===== src/rtl/rotate_step_gen.sv =====
// Step sequencer for the rotating seven-segment pattern: synchronizes the switches,
// prescales the clock to the step rate and emits the pattern index with its direction.
module rotate_step_gen #(
  parameter int DIV_BASE = 12_500_000,
  parameter int CNT_W    = 24
) (
  input  logic       clk,
  input  logic       reset,
  input  logic       en,
  input  logic       cw,
  input  logic [1:0] speed,
  output logic [2:0] pos,
  output logic       cw_out,
  output logic       step
);

  localparam logic [CNT_W-1:0] DIV_BASE_W = CNT_W'(DIV_BASE);
  localparam logic [CNT_W-1:0] ONE        = CNT_W'(1);

  logic             en_m, en_s;
  logic             cw_m, cw_s;
  logic [1:0]       speed_m, speed_s;
  logic [CNT_W-1:0] cnt;
  logic [CNT_W-1:0] div;
  logic [CNT_W-1:0] term;
  logic             dir_change;
  logic             tick;

  // Synchronizer stage: two flops per asynchronous switch input
  always_ff @(posedge clk or posedge reset) begin
    if (reset) begin
      en_m    <= 1'b0;
      en_s    <= 1'b0;
      cw_m    <= 1'b0;
      cw_s    <= 1'b0;
      speed_m <= 2'b00;
      speed_s <= 2'b00;
    end else begin
      en_m    <= en;
      en_s    <= en_m;
      cw_m    <= cw;
      cw_s    <= cw_m;
      speed_m <= speed;
      speed_s <= speed_m;
    end
  end

  // The >= compare lets a speed-up that strands cnt past the new terminal wrap at once
  always_comb begin
    div        = DIV_BASE_W >> speed_s;
    term       = div - ONE;
    dir_change = (cw_s != cw_out);
    tick       = en_s && (cnt >= term);
  end

  // Sequencer stage: direction change restarts at the shared start segment and eats any tick
  always_ff @(posedge clk or posedge reset) begin
    if (reset) begin
      cnt    <= '0;
      pos    <= 3'd0;
      cw_out <= 1'b0;
      step   <= 1'b0;
    end else if (dir_change) begin
      cnt    <= '0;
      pos    <= 3'd0;
      cw_out <= cw_s;
      step   <= 1'b0;
    end else if (tick) begin
      cnt  <= '0;
      pos  <= pos + 3'd1;
      step <= 1'b1;
    end else if (en_s) begin
      cnt  <= cnt + ONE;
      step <= 1'b0;
    end else begin
      step <= 1'b0;
    end
  end

endmodule


===== config.mk =====
export PLATFORM = sky130hd
export DESIGN_NAME = rotate_step_gen
export DESIGN_NICKNAME = d
export VERILOG_FILES = /design/src/rtl/rotate_step_gen.sv
export SDC_FILE = /design/constraint.sdc
export NUM_CORES = 1
export LEC_CHECK = 0
export ABC_CLOCK_PERIOD_IN_PS = 3400
export CORE_MARGIN = 2
export CORE_UTILIZATION = 47
export CTS_CLUSTER_SIZE = 28
export DETAILED_ROUTE_END_ITERATION = 12
export DONT_BUFFER_PORTS = 1
export SLEW_MARGIN = 25
export SYNTH_ARGS = -nofsm -noshare
export SYNTH_HDL_FRONTEND = slang
export SYNTH_SLANG_ARGS = --single-unit

===== constraint.sdc =====
create_clock -name clk -period 3.4 [get_ports clk]
set_input_delay 0.68 -clock clk [delete_from_list [all_inputs] [get_ports clk]]
set_output_delay 0.68 -clock clk [all_outputs]
set_load 0.02 [all_outputs]

==> results.md <==
Run status:
- The run finished with clean final reports.

Clock network:
- The H-tree depth reported by CTS is 2.
- The clock tree from TritonCTS is done.
- The number of clock buffers inserted by TritonCTS is 5.
- The number of hold buffers added after CTS was 0.
- The number of buffers on the longest clock path is 2.
- The clock transition at the registers of the reported paths is approximately 0.08 ns.
- The number of sinks on the clock net is 37.
- The tree is rooted in a clkbuf_8.
- After clock tree synthesis, the setup repair step added 0 buffers.
- Gates resized during post-CTS repair numbered 0.
- The source-to-sink clock delay at the later pin of the worst-skew pair is just under 0.3 ns.

Die:
- The x dimension of the die is 72.8 um.
- The die is 72.8 um tall.
- The row count is 25.
- The die footprint is 5300 um^2.
- Once the floorplan was initialized, standard cells occupied 48.1% of the core.
- The core area is 4630 um^2.
- 11 I/O pins were placed.

Synthesis:
- The share of the yosys chip area belonging to registers is 41.6%.
- The cell count after synthesis came out at around 220.
- In this run the mean area of a mapped cell was around 10 um^2.
- The largest area contributor in the synthesized netlist is dfrtp_1.
- The count of distinct cell types in the synthesized netlist is 37.
- The top cell type's share of synthesized area is 41.6%.
- The cell area that synthesis handed to floorplanning was 2230 um^2.
- In the synthesized netlist the async set-or-reset flop fraction comes to 100%.
- In this run, synthesis produced a sequential element count of 37.
- After synthesis, the cell types taking the most area are dfrtp_1, ha_1, xor2_1.
- The number of enable-type register cells in the synthesized netlist is 0.
- The primary flip-flop cell chosen by synthesis mapping is dfrtp_1.
- The number of synthesis warnings is 0.

Power:
- The leakage power figure is 1.17 nW.
- IR analysis of the VDD net gives a maximum drop of approximately 210 uV.
- The design draws ~900 uW.
- For this design the ratio of total power to cell area is about 380 nW/um^2.

Timing:
- Setup repair after global routing left no endpoint under its margin.
- Measured against its own limit, the worst slew margin works out to between 40% and 50%.
- The final period utilization is between 80% and 90%.
- Between clock sinks in the finished design, the worst skew comes to a little over 0.009 ns.
- The total count of max-transition violations in the final report is 0.
- Setup violations remaining at the end of the flow were counted as 0.
- The accumulated negative setup slack is 0 ns.
- The achievable frequency is about 0.35 GHz.
- The time the worst path needs with I/O delays and setup is between 2 and 3 ns.
- The final-layout worst hold slack is about 0.35 ns.
- The transition time of the tightest slew-check pin is ~0.76 ns.
- The number of hold violations in the final report came to 0.

Global route:
- The first global-routing pass estimated ~7.4 mm of wire.
- The leftover overflow at the end of global routing is 0.
- The number of antenna violations at the first check in global routing is 0.
- For this run, the total global-route usage over all layers was measured as 18.3%.
- The maximum number of pins on one net before global-route repair is 38.
- The number of global-route vias before repair was ~1.6k.

Setup path:
- The critical path in this run is classified as flop to flop.
- Together, buffers and inverters on the worst path number 2.
- The worst-path cell with the longest stage delay is nor4_4.
- The data required time of the critical path is approximately 3.6 ns.
- STA classifies the critical path startpoint as a flop.
- In this run the worst path has a maximum fanout of 13.
- The critical path goes through nor2b_1 -> inv_1 -> ha_1 -> ha_1 -> a21oi_1 -> a21oi_1 -> o211a_1 -> nor4_4 -> o21ai_2 -> buf_4 -> nor2_1.
- The worst endpoint data arrival time is a little over 3 ns.
- On the worst path, the slowest cell contributes a delay of around 0.49 ns.
- The cell family contributing the most delay on the critical path is simple AND/OR/NAND/NOR gates.
- The capturing element type of the critical path is a flop.

Layout:
- The layout-stage area growth over the synthesis result is 7.64%.
- The post-route netlist has between 15 and 20% of its cells at a drive strength greater than 1.
- The total inserted antenna cells is 0.
- The total number of nets in the final design is roughly 250.

Run:
- The max-cap check violation count is 0.

Placement:
- The number of port buffers is 0.
- The global placer's final weighted congestion is 0.976.
- The half-perimeter wire length after detailed placement is ~3.2 mm.

Detailed routing:
- The remaining antenna violation count is 0.
- After detailed routing, the number of vias per cell comes to ~5.6.
- After detailed routing, the total wire length is between 4 and 5 mm.
- The remaining routing DRC violations is 0.
- For this block, the initial DRC count from the detailed router was 51.
- The pre-antenna-repair detailed-routing pass consisted of 5 iterations.
- After detailed routing, the average wire length per cell comes to between 10 and 15 um.
- The routed layout has roughly 1.6k vias.

Worst hold path:
- The worst hold-check path type is flop to flop.
[report_power, final]
part | internal, mW | total, mW | switching (mW)
Clock | 0.219 | 0.382 | 0.162
Sequential | 0.449 | 0.458 | 0.00954
Combinational | 0.0212 | 0.0649 | 0.0436
[logic make-up after synthesis]
logic type	after synthesis	synth area share, %
simple gates	83	21.0
flops	37	41.6
xor+xnor	25	9.83
fa+ha+maj	22	12.4
buf+inv	16	3.93
compound gates	34	11.0
other cells	2	0.337
[layout make-up]
class / count / area [um^2]
inverters: 9 / 33.8
multi-input cells: 167 / 1220
clock buffers: 5 / 68.8
well taps: 54 / 67.6
clock inverters: 3 / 46.3
flip-flops and latches: 37 / 926
repair buffers: 5 / 37.5
fillers: 419 / 2230
[flip-flops by register name (all words and copies together), names as in the netlist]
register,count
en_s,1
cnt,24
cw_out,1
pos,3
cw_m,1
en_m,1
speed_s,2
step,1
cw_s,1
speed_m,2
[routing by layer]
metal | up-vias | global-route usage, % | wire length, um | share of wire, %
met2 | 30 | 29.2 | 2090 | 50
met1 | 762 | 24.4 | 1870 | 45
met5 | - | 0 | 0 | 0
met3 | 4 | 4.14 | 162 | 3.9
li1 | 780 | - | - | -
met4 | 0 | 6.58 | 46 | 1.1
[synth_stat cells, types with 2 or more instances]
cell type,number
a2111oi_0,2
nand4_1,7
dfrtp_1,37
nor2_1,8
o211ai_1,3
and2_1,2
buf_6,3
nand2_1,20
conb_1,2
xor2_1,19
o211a_1,2
and4_1,3
clkbuf_1,3
ha_1,22
nor3_1,3
inv_1,9
o21ai_0,4
xnor2_1,6
nand3_1,9
a21oi_1,9
or3_1,2
o31ai_1,3
a21o_1,3
a211o_1,2
nor2_2,20
and3_1,4
o2111ai_1,2
[path summary, 6_finish.rpt]
| check | startpoint | to | slack [ns] | cells past startpoint |
|---|---|---|---|---|
| worst max-delay path | speed_s[0]$_DFF_PP0_ | cnt[7]$_DFFE_PP0P_ | 0.58 | 11 |
| worst min-delay path | speed_m[1]$_DFF_PP0_ | speed_s[1]$_DFF_PP0_ | 0.35 | 0 |
| worst max register to register | speed_s[0]$_DFF_PP0_ | cnt[7]$_DFFE_PP0P_ | 0.58 | 11 |
| worst min register to register | speed_m[1]$_DFF_PP0_ | speed_s[1]$_DFF_PP0_ | 0.35 | 0 |
| max in group asynchronous | reset | cnt[20]$_DFFE_PP0P_ | 2.70 | 2 |
| min in group asynchronous | reset | cnt[2]$_DFFE_PP0P_ | 0.38 | 2 |
[cells in the final DEF, fill, tap and decap left out, types with 4 or more instances in the layout]
master / synthesis / final
a21oi_1: 9 / 9
and3_1: 4 / 4
buf_4: 0 / 5
clkbuf_8: 0 / 5
dfrtp_1: 37 / 37
ha_1: 22 / 22
inv_1: 9 / 9
nand2_1: 20 / 20
nand3_1: 9 / 9
nand4_1: 7 / 7
nor2_1: 8 / 8
nor2_2: 20 / 20
o21ai_0: 4 / 4
xnor2_1: 6 / 6
xor2_1: 19 / 19
[metrics by stage]
step	instance area (um^2)	util, %	instances	setup WS, ns
after floorplan	2230	-	220	0.783
after global placement	2280	49.3	272	0.740
after detailed placement	2280	49.3	272	0.621
after CTS	2400	51.8	280	0.576
after global routing	2400	51.8	280	0.355
final	2400	51.8	280	0.575
Power figures use the tool's default switching activity.
